**config.mk**
```make
export PLATFORM = sky130hd
export DESIGN_NAME = counter_monitor
export DESIGN_NICKNAME = d
export VERILOG_FILES = /design/src/rtl/counter_monitor.sv
export SDC_FILE = /design/constraint.sdc
export NUM_CORES = 1
export LEC_CHECK = 0
export CORE_ASPECT_RATIO = 0.7
export CORE_UTILIZATION = 37
export DETAILED_ROUTE_END_ITERATION = 8
export PLACE_DENSITY_LB_ADDON = 0.1
export SLEW_MARGIN = 15
export SYNTH_ARGS = -nofsm -noshare
export SYNTH_HDL_FRONTEND = slang
export SYNTH_SLANG_ARGS = --single-unit
```
**constraint.sdc**
```tcl
create_clock -name clk -period 9.35 [get_ports clk]
set_clock_uncertainty 0.15 [all_clocks]
set_input_delay 1.4025 -clock clk [delete_from_list [all_inputs] [get_ports clk]]
set_output_delay 1.4025 -clock clk [all_outputs]
set_load 0.01 [all_outputs]
```
**src/rtl/counter_monitor.sv**
```systemverilog
`default_nettype none
// ============================================================================
//  Module      : counter_monitor
//  Description : Checks the cnt stream of a saturating up/down counter, infers
//                the step mode, reports saturation and latches the first error.
//  Revision    : 1.0 - initial release
// ============================================================================
module counter_monitor #(
    parameter int W       = 10,
    parameter int RST_VAL = -50,
    parameter int INC     = 5,
    parameter int DEC     = 9,
    parameter int INV     = -11,
    parameter int MAX     = 235,
    parameter int MIN     = -230,
    parameter int SC_W    = 16
) (
    input  logic            clk,
    input  logic            rst,
    input  logic [W-1:0]    cnt_in,
    input  logic            cnt_vld,
    output logic            mode_out,
    output logic            mode_vld,
    output logic            sat_hi,
    output logic            sat_lo,
    output logic [SC_W-1:0] step_cnt,
    output logic            err,
    output logic [2:0]      err_code
);

    localparam logic [1:0] S_WAIT_FIRST = 2'd0;
    localparam logic [1:0] S_TRACK      = 2'd1;
    localparam logic [1:0] S_RESYNC     = 2'd2;
    localparam logic [1:0] S_ERROR      = 2'd3;

    localparam logic [2:0] c_code_first = 3'd1;
    localparam logic [2:0] c_code_step  = 3'd2;
    localparam logic [2:0] c_code_inv   = 3'd3;
    localparam logic [2:0] c_code_range = 3'd4;

    // All value arithmetic is done one bit wider than the counter so deltas never wrap.
    localparam logic signed [W:0] c_rst_val   = (W+1)'(RST_VAL);
    localparam logic signed [W:0] c_inv       = (W+1)'(INV);
    localparam logic signed [W:0] c_max       = (W+1)'(MAX);
    localparam logic signed [W:0] c_min       = (W+1)'(MIN);
    localparam logic signed [W:0] c_inc       = (W+1)'(INC);
    localparam logic signed [W:0] c_inc2      = (W+1)'(2 * INC);
    localparam logic signed [W:0] c_ndec      = (W+1)'(-DEC);
    localparam logic signed [W:0] c_ndec2     = (W+1)'(-2 * DEC);
    localparam logic signed [W:0] c_up_skip   = (W+1)'(INV - INC);
    localparam logic signed [W:0] c_dn_skip   = (W+1)'(INV + DEC);
    localparam logic signed [W:0] c_hi_thresh = (W+1)'(MAX - INC);
    localparam logic signed [W:0] c_lo_thresh = (W+1)'(MIN + DEC);

    logic [1:0]        r_state;
    logic [1:0]        w_state_nxt;
    logic [W-1:0]      r_prev;
    logic              r_mode_out;
    logic              r_mode_vld;
    logic              r_sat_hi;
    logic              r_sat_lo;
    logic [SC_W-1:0]   r_step_cnt;
    logic              r_err;
    logic [2:0]        r_err_code;

    logic signed [W:0] w_cur_x;
    logic signed [W:0] w_prev_x;
    logic signed [W:0] w_d;
    logic              w_oor;
    logic              w_is_inv;
    logic              w_up;
    logic              w_dn;
    logic              w_hold_hi;
    logic              w_hold_lo;
    logic              w_legal;

    logic              w_err_set;
    logic [2:0]        w_err_code;
    logic              w_step;
    logic              w_load_prev;
    logic              w_drop_vld;

    assign w_cur_x  = {cnt_in[W-1], cnt_in};
    assign w_prev_x = {r_prev[W-1], r_prev};
    assign w_d      = w_cur_x - w_prev_x;

    assign w_oor     = (w_cur_x > c_max) || (w_cur_x < c_min);
    assign w_is_inv  = (w_cur_x == c_inv);
    assign w_up      = ((w_d == c_inc) && (w_prev_x != c_up_skip)) ||
                       ((w_prev_x == c_up_skip) && (w_d == c_inc2));
    assign w_dn      = ((w_d == c_ndec) && (w_prev_x != c_dn_skip)) ||
                       ((w_prev_x == c_dn_skip) && (w_d == c_ndec2));
    assign w_hold_hi = (w_d == '0) && (w_prev_x > c_hi_thresh);
    assign w_hold_lo = (w_d == '0) && (w_prev_x < c_lo_thresh);
    assign w_legal   = w_up || w_dn || w_hold_hi || w_hold_lo;

    always_comb begin
        w_state_nxt = r_state;
        w_err_set   = 1'b0;
        w_err_code  = 3'd0;
        w_step      = 1'b0;
        w_load_prev = 1'b0;
        w_drop_vld  = 1'b0;
        case (r_state)
            S_WAIT_FIRST: begin
                if (cnt_vld) begin
                    if (w_cur_x == c_rst_val) begin
                        w_load_prev = 1'b1;
                        w_state_nxt = S_TRACK;
                    end else begin
                        w_err_set  = 1'b1;
                        w_err_code = c_code_first;
                    end
                end
            end
            S_TRACK: begin
                if (!cnt_vld) begin
                    w_drop_vld  = 1'b1;
                    w_state_nxt = S_RESYNC;
                end else if (w_oor) begin
                    w_err_set  = 1'b1;
                    w_err_code = c_code_range;
                end else if (w_is_inv) begin
                    w_err_set  = 1'b1;
                    w_err_code = c_code_inv;
                end else if (w_legal) begin
                    w_step      = 1'b1;
                    w_load_prev = 1'b1;
                end else begin
                    w_err_set  = 1'b1;
                    w_err_code = c_code_step;
                end
            end
            S_RESYNC: begin
                // prev is stale after a gap, so only the absolute checks apply.
                if (cnt_vld) begin
                    if (w_oor) begin
                        w_err_set  = 1'b1;
                        w_err_code = c_code_range;
                    end else if (w_is_inv) begin
                        w_err_set  = 1'b1;
                        w_err_code = c_code_inv;
                    end else begin
                        w_load_prev = 1'b1;
                        w_state_nxt = S_TRACK;
                    end
                end
            end
            default: ;
        endcase
        if (w_err_set) begin
            w_state_nxt = S_ERROR;
        end
    end

    always_ff @(posedge clk) begin
        if (rst) begin
            r_state    <= S_WAIT_FIRST;
            r_prev     <= '0;
            r_mode_out <= 1'b0;
            r_mode_vld <= 1'b0;
            r_sat_hi   <= 1'b0;
            r_sat_lo   <= 1'b0;
            r_step_cnt <= '0;
            r_err      <= 1'b0;
            r_err_code <= 3'd0;
        end else begin
            r_state <= w_state_nxt;
            if (w_load_prev) begin
                r_prev <= cnt_in;
            end
            if (w_err_set) begin
                r_err      <= 1'b1;
                r_err_code <= w_err_code;
            end
            if (w_drop_vld) begin
                r_mode_vld <= 1'b0;
            end
            if (w_step) begin
                r_mode_out <= w_up || w_hold_hi;
                r_mode_vld <= 1'b1;
                r_sat_hi   <= w_hold_hi;
                r_sat_lo   <= w_hold_lo;
                if (r_step_cnt != {SC_W{1'b1}}) begin
                    r_step_cnt <= r_step_cnt + SC_W'(1);
                end
            end
        end
    end

    assign mode_out = r_mode_out;
    assign mode_vld = r_mode_vld;
    assign sat_hi   = r_sat_hi;
    assign sat_lo   = r_sat_lo;
    assign step_cnt = r_step_cnt;
    assign err      = r_err;
    assign err_code = r_err_code;

endmodule
`default_nettype wire

```
Word-level counts from Yosys, hierarchy flattened
Index checks and enable logic that the tools add are counted.
- word-level logic and storage cells: 96
- output and inout bits: 24
- register bits: 36
- input port bits: 13
- mux-type cells: 43
- $add $sub $neg: 2
- reduce and logical (&&, ||, !) cells: 19
- equality and inequality tests: 19
- order comparisons: 4
- operators by type and width (operator ; number):
    $mux W1 ; 25
    $eq A11 B5 Y1 const B ; 2
    $eq A10 B5 Y1 const B ; 2
    $gt A10 B9 Y1 const B ; 2
    $lt A10 B9 Y1 const B ; 2
    $mux W2 ; 10
    $ne A3 B3 Y1 const B ; 6
    $add A16 B1 Y16 const B ; 1
    $ne A16 B16 Y1 const B ; 1
    $mux W3 ; 4
    $eq A11 B4 Y1 const B ; 1
    $eq A11 B6 Y1 const B ; 1
    $logic_not A11 Y1 ; 1
    $sub A10 B10 Y11 ; 1
    $eq A10 B2 Y1 const B ; 1
    $eq A10 B7 Y1 const B ; 1
    $ne A10 B2 Y1 const B ; 1
    $ne A10 B5 Y1 const B ; 1
    $pmux W3 S3 ; 1
    $logic_or A1 B1 Y1 ; 7
    $reduce_and A7 Y1 ; 1
    $logic_and A1 B1 Y1 ; 6
    $pmux W1 S3 ; 2
    $pmux W2 S3 ; 1
    6 further kinds ; 6

Longest topological paths before layout
Gate-level depths: netlist (run 1).
- word-level depth: 14
- mapped depth: 12
- mapped depth without buffers: 12

Worst setup path before layout (run 1)
No wires, ideal clock.
- path type: input -> register
- from: input cnt_in[0]
- to: register r_step_cnt[9] (netlist: step_cnt[9])
- required time: 9.079 ns
- data arrival time: 4.158 ns
- setup time: 0.121 ns
- slack: 4.922 ns
- stages on the path: 11
- path buffers: 0
- cell sequence: inv_1 > ha_1 > fa_1 > xor2_1 > nand2_1 > or4_1 > and3_1 > o32ai_1 > nand3_1 > nor2_1 > mux2_2
- word-level cells in the longest chain between the ends: 13
- elaborated cells between the ends (all ways): 27
- those cells by class: add/sub (1); order compare (2); eq/ne (5); mux (5); reduce/logical (14)
- RTL lines (item ; line ; source):
    start, declared ; 20 ; input logic [W-1:0] cnt_in,
    $sub A10 B10 Y11 ; 85 ; assign w_d = w_cur_x - w_prev_x;
    $eq A11 B4 Y1, or another cell as far along ; 89 ; assign w_up = ((w_d == c_inc) && (w_prev_x != c_up_skip)) ||
    $logic_and A1 B1 Y1, on equally long branches ; n/a ;
    $logic_or A1 B1 Y1, on equally long branches ; 89, 91 ;
    $logic_or A1 B1 Y1 (3 in series) ; 95 ; assign w_legal = w_up || w_dn || w_hold_hi || w_hold_lo;
    $mux W1 ; 126 ; end else if (w_legal) begin
    $mux W1 ; 123 ; end else if (w_is_inv) begin
    $mux W1 * ; 120 ; end else if (w_oor) begin
    $mux W1 * ; 117 ; if (!cnt_vld) begin
    $mux W1 * ; 104 ; case (r_state)
    $reduce_and A2 Y1 (no source line) * ; n/a ;
    end signal, assigned ; 185 ; r_step_cnt <= r_step_cnt + SC_W'(1);
    end, declared ; 62 ; logic [SC_W-1:0] r_step_cnt;
Every way passes the cells marked *; elsewhere a longest branch is shown, timed or not.
A chain may end at the register's enable or synchronous reset.

Final worst setup path (run 1)
Ends and elaborated chain as after synthesis.

==> results of run 1 <==
-- final cells by class --
cell class / count / area share, %
Multi-Input combinational cell: 275 / 56.7
Clock buffer: 7 / 2.99
Sequential cell: 36 / 22.3
Timing Repair Buffer: 37 / 11.4
Inverter: 25 / 2.91
Tap cell: 94 / 3.64
-- through the flow --
stage | cells | instance area [sq um]
3_5_place_dp | 467 | 3130
5_1_grt | 474 | 3230
2_1_floorplan | 344 | 2680
4_1_cts | 474 | 3230
6_report | 474 | 3230
3_3_place_gp | 467 | 3130
-- per-layer routing --
layer	routed length [um]	part of all wire, %
met1	4110	57
met2	2630	37
met3	404	5.6
met4	19	0.27
met5	0	0
-- worst reg2reg max path, stage by stage (launching register included) --
cell,delay (ns)
dfxtp_1,0.35
ha_1,0.23
fa_1,0.43
xor2_1,0.28
nand2_1,0.13
or4_1,0.54
and3_1,0.26
o32ai_1,0.63
nand3_1,0.24
nor2_1,0.17
mux2_2,0.35
-- placed cells by master (no fill, tap or decap), drive strengths merged, types with 4 or more instances in the layout --
cell type,netlist,final
nand4,14,14
and3,8,8
xnor2,5,5
inv,24,24
nor2b,9,9
a211oi,4,4
xor2,4,4
nand2b,4,4
a21oi,36,36
nand3,17,17
clkdlybuf4s50,0,36
a21o,5,5
nor2,27,27
dfxtp,36,36
nor3,9,9
clkbuf,6,7
or3,7,7
nand2,18,18
mux2i,6,6
o21ai,25,25
ha,16,16
-- sequential cells by signal, summed over array words and instances (netlist names) --
register,flops
r_prev,10
step_cnt,16
mode_out,1
err,1
r_state,2
sat_hi,1
err_code,3
mode_vld,1
sat_lo,1
-- cells by family (layout without fill, tap and decap cells) --
family	after synthesis	after routing	synth area share [%]
AND/OR/NAND/NOR	138	138	28.9
AO/OA/AOI/OAI	102	102	24.9
flip-flops	36	36	26.9
buffers and inverters	33	69	4.63
adder cells (fa/ha/maj)	17	17	8.23
XOR/XNOR	9	9	2.95
multiplexers	9	9	3.51
-- worst max-delay path by stage --
stage                     depth (start not counted)          end  slack [ns]       from
final                                            12  step_cnt[9]        4.15  cnt_in[0]
after detailed placement                         12  step_cnt[9]        3.90  cnt_in[0]
after floorplan                                  11  step_cnt[9]        4.92  cnt_in[0]
after global placement                           13  step_cnt[9]        4.04  cnt_in[0]
after CTS                                        12  step_cnt[9]        4.19  cnt_in[0]
after global routing                             13    r_prev[4]        3.87  cnt_in[0]
-- where the power goes --
group          internal [uW]  switching (uW)  leakage [uW]
registers                164            10.4      0.000291
clock network           65.7            54.8     0.0000503
logic                   68.0            97.9      0.000783
==> summary.txt, run 1 <==
Outcome
  – Status: completed

Job
  – Maximum capacitance violations: 0

Final layout
  – Final design utilization: 46.9%
  – Sequential cell area: 721 sq um
  – Count of fill cells added during filler insertion: 706
  – Area of the multi-input gates: 1830 sq um
  – Fraction of final layout cells sized beyond drive strength 1: 6.05%
  – # nets final: 410
  – Number of antenna diodes: 0
  – Area added between synthesis and finish: 20.6%

Floorplan
  – Total Die Area: 7580 sq um
  – Effective utilization at floorplan: 38.9%
  – Overall die height: 73.1 um
  – Core ar.: 6880 sq um
  – Die width: 104 um
  – Site Rows: 25
  – I/O Pins: 37

Synth
  – Mapped Nets: 374
  – Mean instance size in the synthesized netlist: 7.78 sq um
  – Most used standard cell by instance count after synthesis: dfxtp_1
  – Top cells by instance count after synthesis: dfxtp_1, a21oi_1, nor2_1
  – Mapped Area: 2680 sq um
  – Cell accounting for the most synthesized area: dfxtp_1
  – Dominant cells by area after synthesis: dfxtp_1, ha_1, a21oi_1, o21ai_0, nor2_1
  – Number of distinct library cells after synthesis: 60
  – Area share of the largest cell type after synthesis: 26.9%
  – Part of the Yosys area used for sequential elements: 26.9%
  – Number of flops mapped to enable cells by yosys: 0
  – Most common flop cell mapped by yosys: dfxtp_1
  – Proportion of synthesized flip-flops having asynchronous set or reset: 0%
  – Synthesized instance count: 344
  – Warnings from Yosys: 0
  – Number of synthesized register bits: 36

STA
  – Portion of the clock cycle consumed by the worst path in the final layout: 55.7%
  – Fin worst setup slack: 4.15 ns
  – Transition time of the tightest slew-check pin: 0.689 ns
  – Post-route worst hold slack: 0.296 ns
  – Post-route minimum period: 5.20 ns
  – Unrepaired setup endpoints after global routing: false
  – Maximum clock frequency: 192 MHz
  – Number of max-slew violations in the final report: 0
  – Tightest slew margin relative to the limit: 53.9%
  – Final count of hold timing violations: 0
  – Final setup violation count: 0
  – Accumulated negative setup slack: 0 ns

Drt
  – Detailed Route WL: 7160 um
  – Starting DRC count in detailed routing: 150
  – 1st-pass router iterations: 5
  – Via density per instance: 5.65
  – Antenna viol nets, final: 0
  – Via count: 2676
  – Wire length per cell: 15.1 um
  – Residual DRC: 0

Worst setup path
  – Maximum fanout along the worst path: 5
  – Worst Reg2Reg Path Length in Cells: 10
  – Arrival time at the worst endpoint: 5.23 ns
  – R2R setup slack: 5.51 ns
  – Worst EP required: 9.37 ns
  – Crit path max-delay cell type: o32ai_1
  – Endpoint type of the worst setup path: flop
  – Crit path launch type: input pin
  – Cell family with most CP delay: simple AND/OR/NAND/NOR gates
  – Reg-to-Reg Start: r_prev[0]
  – Series of cell instances along the critical path: clkdlybuf4s50_1 > inv_1 > ha_1 > fa_1 > xor2_1 > nand2_1 > or4_1 > and3_1 > o32ai_1 > nand3_1 > nor2_1 > mux2_2
  – Path type of the worst setup path: input pin to flop
  – Maximum cell stage delay along the critical path: 0.63 ns
  – Number of buffer and inverter instances along the worst setup path: 2
  – End of the worst register-to-register path: step_cnt[9]

Global routing
  – GR peak layer: met1
  – Antenna violations before repair: 0
  – Met2 track demand over resource in global routing: 24.8%
  – Overall fraction of global-route tracks in use: 19.6%
  – Maximum number of pins on one net before global-route repair: 41
  – Total overflow reported by the global router: 0
  – Global-route wire length before repair: 11800 um
  – Met1 Track Usage GR: 32.6%
  – Met3 GRT Util: 4.38%
  – Number of global-route vias before repair: 2221

Clocking
  – Clock latency reported for the late side of the worst-skew pair: 0.28 ns
  – Buffers from clock root to sink, at most: 2
  – Number of hold buffers added after cts: 0
  – Clock transition at the register clock pins on the worst setup and hold paths after CTS: 0.07 ns
  – CTS sink count: 36
  – Clock root buffer: clkbuf_8
  – Number of gates resized after cts: 0
  – Number of buffers inserted by post-CTS setup repair: 0
  – CTS tree: built
  – Clock buffer count from CTS: 5
  – H-tree depth: 2

Placement
  – Total of buffers placed on input and output ports: 36
  – GP Congestion: 0.889
  – DP HPWL: 5600 um
  – Setup WS pre-CTS: 3.90 ns

Worst hold path
  – Endpoint, Worst Hold: err
  – Hold Path Origin: err
  – Depth of the worst hold-timing path: 2
  – HP Class: flop to flop

Power and ir drop
  – PwrDens: 143 nW/um^2
  – Power, Total: 461 uW
  – Pleak: 0.00112 uW
  – Highest ir drop seen on vdd: 97.2 uV
Note: power is estimated with default switching activity, not from simulation.
==> inputs of run 2 (changes only) <==
Clock period 9.35 ns to 4.26 ns, I/O delays scaled along.
==> run 2 against run 1 <==
Compared with the run above:
- cell count up 6.3%
- register-to-register slack worse by 4.9 ns
- utilization up 4.3 points
- global-route usage up 0.69 points
- clock power rose to 2.8 times the previous value
- critical path type unchanged
- highest routed layer unchanged
- via count up 4.9%
- wire length up 7.0%
- sequential share of layout area down 1.9 points
==> summary.txt, run 2 (synthesis gave the netlist of run 1 again) <==
Outcome
  – Status: completed

Global routing
  – Total overflow reported by the global router: 0
  – Overall fraction of global-route tracks in use: 20.2%
  – Maximum number of pins on one net before global-route repair: 28
  – Global-route wire length before repair: 12200 um
  – Number of global-route vias before repair: 2446
  – Antenna violations before repair: 0

Placement
  – Placed Cells incl. Taps: 496
  – GP Congestion: 0.873
  – DP HPWL: 6020 um
  – Total of buffers placed on input and output ports: 36

STA
  – Portion of the clock cycle consumed by the worst path in the final layout: 94.3%
  – Post-route minimum period: 4.02 ns
  – Maximum clock frequency: 249 MHz
  – Post-route worst hold slack: 0.304 ns
  – Accumulated negative setup slack: 0 ns
  – Final count of hold timing violations: 0
  – Unrepaired setup endpoints after global routing: false
  – Transition time of the tightest slew-check pin: 0.657 ns
  – Final setup violation count: 0
  – Tightest slew margin relative to the limit: 55.8%
  – Number of max-slew violations in the final report: 0

Clocking
  – Clock transition at the register clock pins on the worst setup and hold paths after CTS: 0.08 ns
  – Buffers from clock root to sink, at most: 2
  – Clock buffer count from CTS: 5
  – CTS sink count: 36
  – Clock root buffer: clkbuf_8
  – Clock latency reported for the late side of the worst-skew pair: 0.29 ns
  – H-tree depth: 2
  – CTS tree: built

Worst hold path
  – HP Class: flop to flop

Drt
  – 1st-pass router iterations: 5
  – Via count: 2808
  – Via density per instance: 5.57
  – Antenna viol nets, final: 0
  – Detailed Route WL: 7670 um
  – Wire length per cell: 15.2 um
  – Starting DRC count in detailed routing: 161
  – Residual DRC: 0

Final layout
  – Fraction of final layout cells sized beyond drive strength 1: 15.1%
  – Leading cell types in the layout, fill and taps excluded: dfxtp_1, clkdlybuf4s50_1, a21oi_1, buf_4, nor2_1
  – Area added between synthesis and finish: 31.7%
  – Final design utilization: 51.2%
  – Non-filler instance count after layout: 504
  – Number of flip-flops under the largest register name: 16
  – # nets final: 439
  – Number of antenna diodes: 0

Power and ir drop
  – Highest ir drop seen on vdd: 173 uV
  – PwrDens: 319 nW/um^2
  – Pleak: 0.00128 uW

Floorplan
  – Total Die Area: 7580 sq um
  – Effective utilization at floorplan: 38.9%
  – Site Rows: 25
  – Core ar.: 6880 sq um
  – Die width: 104 um
  – Overall die height: 73.1 um
  – I/O Pins: 37

Worst setup path
  – Arrival time at the worst endpoint: 4.06 ns
  – Endpoint type of the worst setup path: flop
  – Maximum fanout along the worst path: 4
  – Path type of the worst setup path: input pin to flop
  – Series of cell instances along the critical path: clkdlybuf4s50_1 > inv_1 > ha_1 > fa_2 > xor2_2 > a2111o_1 > nor3_1 > nand4_1 > or3b_2 > and4_4 > or4b_1 > o41ai_1
  – Maximum cell stage delay along the critical path: 0.52 ns
  – Worst EP required: 4.30 ns
  – Crit path max-delay cell type: clkdlybuf4s50_1
  – Crit path launch type: input pin

Job
  – Maximum capacitance violations: 0
[run 2: cell types whose count changed in the layout (fill, tap and decap cells not counted), sizes merged]
cell and change:
buf +29, bufinv +1
[run 2: per-stage QoR]
step	total power (uW)	instance area [sq um]	setup slack [ns]
final	1120	3520	0.242
after global routing	1190	3520	0.0739
after CTS	1120	3470	0.112
after detailed placement	782	3350	-0.176
after global placement	783	3350	-0.113
after floorplan	645	2680	0.595
[run 2: where the power goes]
group          switching, uW  internal (uW)
combinational            229            178
sequential              23.3            359
clock                    128            207
total                    381            744
[run 2: path summary, 6_finish.rpt]
check	to	slack (ns)	cells past startpoint	start
hold reg to reg	err	0.30	2	err
hold / removal	err	0.30	2	err
setup / recovery	err_code[1]	0.24	12	cnt_in[0]
setup reg to reg	err_code[1]	0.64	11	r_prev[1]
[run 2: timing repair]
| item | in CTS | in global routing |
|---|---|---|
| setup endpoints to repair | 0 | 21 |
| resized for setup | 0 | 10 |
| buffers inserted | 0 | 0 |
| hold buffers | 0 | 0 |
[run 2: metal layers]
layer  up-vias  part of all wire [%]  global-route usage, %
met3         4                   6.2                   3.39
met2       100                    39                   28.1
li1       1414                     -                      -
met4         0                  0.38                   3.22
met1      1290                    55                   32.2
met5         -                     0                      0
[run 2: critical path, delay by kind of cell]
| family | cells | cell delay, ns |
|---|---|---|
| fa+ha+maj | 2 | 0.60 |
| xor+xnor | 1 | 0.20 |
| compound gates | 2 | 0.51 |
| simple gates | 5 | 1.51 |
| buf+inv | 2 | 0.58 |
[run 2: layout make-up]
cell class,count,area (sq um)
fillers,650,3360
multi-input cells,275,1880
flip-flops and latches,36,721
repair buffers,66,586
well taps,94,118
clock buffers,7,96.3
inverters,25,93.8
clock inverters,1,30.0
==> inputs of run 3 (changes only) <==
Settings changed: CORE_ASPECT_RATIO 0.7 to not set, CORE_MARGIN set to 2.
==> run 3 against run 2 <==
Compared with the run above:
- wire length down 6.2%
- worst setup slack got worse by 0.028 ns
- combinational power shrank 2%
- cell count fell by 0.99%
- register-to-register slack better by 0.07 ns
- utilization fell by 2.2 points
- critical path depth is the same
- via count fell by 4.0%
- die area rose by 4.6%
- clock-buffer cell count is 2 lower
- first-iteration DRC count fell by 35%
- critical path type unchanged
==> summary.txt, run 3 (synthesis gave the netlist of run 1 again) <==
Clocking
  – H-tree depth: 2
  – CTS sink count: 36
  – Clock buffer count from CTS: 5
  – Buffers from clock root to sink, at most: 2
  – Number of hold buffers added after cts: 0
  – Clock root buffer: clkbuf_8
  – CTS tree: built
  – Number of buffers inserted by post-CTS setup repair: 0
  – Clock latency reported for the late side of the worst-skew pair: 0.30 ns
  – Clock transition at the register clock pins on the worst setup and hold paths after CTS: 0.08 ns

Worst setup path
  – Maximum cell stage delay along the critical path: 0.50 ns
  – Maximum fanout along the worst path: 4
  – Crit path max-delay cell type: or4_1
  – Arrival time at the worst endpoint: 4.09 ns
  – Endpoint type of the worst setup path: flop
  – Series of cell instances along the critical path: clkdlybuf4s50_1 > inv_1 > ha_1 > fa_1 > xor2_1 > nand2_1 > or4_1 > and3_1 > or3_4 > and4_4 > or4b_1 > o41ai_1
  – Worst EP required: 4.30 ns
  – Path type of the worst setup path: input pin to flop
  – Crit path launch type: input pin

Floorplan
  – Site Rows: 30
  – Core ar.: 6910 sq um
  – I/O Pins: 37
  – Total Die Area: 7930 sq um
  – Overall die height: 89.0 um
  – Effective utilization at floorplan: 38.7%
  – Die width: 89.0 um

Global routing
  – Global-route wire length before repair: 12100 um
  – Maximum number of pins on one net before global-route repair: 26
  – Overall fraction of global-route tracks in use: 19.5%
  – Total overflow reported by the global router: 0
  – Antenna violations before repair: 0
  – Number of global-route vias before repair: 2557

Final layout
  – Final design utilization: 49.0%
  – Non-filler instance count after layout: 499
  – Fraction of final layout cells sized beyond drive strength 1: 11.4%
  – Leading cell types in the layout, fill and taps excluded: dfxtp_1, clkdlybuf4s50_1, a21oi_1, nor2_1
  – Number of flip-flops under the largest register name: 16
  – Count of fill cells added during filler insertion: 660
  – Number of antenna diodes: 0
  – Area added between synthesis and finish: 26.6%
  – # nets final: 432

Drt
  – Antenna viol nets, final: 0
  – 1st-pass router iterations: 4
  – Wire length per cell: 14.4 um
  – Detailed Route WL: 7190 um
  – Via count: 2695
  – Via density per instance: 5.40
  – Residual DRC: 0
  – Starting DRC count in detailed routing: 104

STA
  – Portion of the clock cycle consumed by the worst path in the final layout: 95.0%
  – Maximum clock frequency: 247 MHz
  – Final count of hold timing violations: 0
  – Final setup violation count: 0
  – Post-route minimum period: 4.05 ns
  – Tightest slew margin relative to the limit: 40.9%
  – Transition time of the tightest slew-check pin: 0.884 ns
  – Number of max-slew violations in the final report: 0
  – Post-route worst hold slack: 0.307 ns
  – Unrepaired setup endpoints after global routing: false

Placement
  – Placed Cells incl. Taps: 491
  – Total of buffers placed on input and output ports: 36
  – DP HPWL: 5640 um
  – GP Congestion: 0.796

Worst hold path
  – HP Class: flop to flop

Power and ir drop
  – Highest ir drop seen on vdd: 242 uV
  – Pleak: 0.00123 uW
  – PwrDens: 302 nW/um^2

Outcome
  – Status: completed

Job
  – Maximum capacitance violations: 0
## run 3: final cells by class
class / instances / area, sq um / share of cell area, %
multi-input combinational: 275 / 1830 / 54.1
sequential: 36 / 721 / 21.3
timing repair buffer: 59 / 533 / 15.7
clock buffer: 5 / 68.8 / 2.03
tap: 96 / 120 / 3.55
clock inverter: 3 / 18.8 / 0.554
inverter: 25 / 93.8 / 2.77
## run 3: worst max-delay path: cells and delay by family
family | cells | cell delay [ns]
fa+ha+maj | 2 | 0.63
xor+xnor | 1 | 0.29
simple gates | 6 | 1.92
compound gates | 1 | 0.08
buf+inv | 2 | 0.53
## run 3: per-stage QoR
stage	total power [uW]	setup slack [ns]	TNS [ns]	instance area, sq um
5_1_grt	1090	0.0216	0	3390
3_3_place_gp	781	-0.0869	-0.974	3300
6_report	1020	0.214	0	3390
4_1_cts	1030	0.209	0	3390
3_5_place_dp	780	-0.0709	-0.284	3300
2_1_floorplan	645	0.595	0	2680
## run 3: per-layer routing
layer / part of all wire (%) / global-route usage (%) / wire length (um) / vias up
met5: 0 / 0 / 0 / -
met4: 0.90 / 4.48 / 65 / 0
met3: 2.9 / 3.51 / 212 / 6
li1: - / - / - / 1404
met1: 52 / 28.9 / 3770 / 1241
met2: 44 / 29.6 / 3150 / 44
## run 3: path summary, 6_finish.rpt
path	slack, ns	end	start	cells after the start
hold reg to reg	0.31	err	err	2
setup / recovery	0.21	err_code[1]	cnt_in[0]	12
hold / removal	0.31	err	err	2
setup reg to reg	0.71	err_code[1]	r_prev[0]	10
## run 3: where the power goes
part	switching (uW)	total [uW]	internal, uW
sequential	22.8	382	359
combinational	221	398	176
clock	129	243	114
## run 3: repair_timing
action,4_1_cts,5_1_grt
hold endpoints to repair,0,0
endpoints found under the setup margin,0,4
resized for setup,0,1
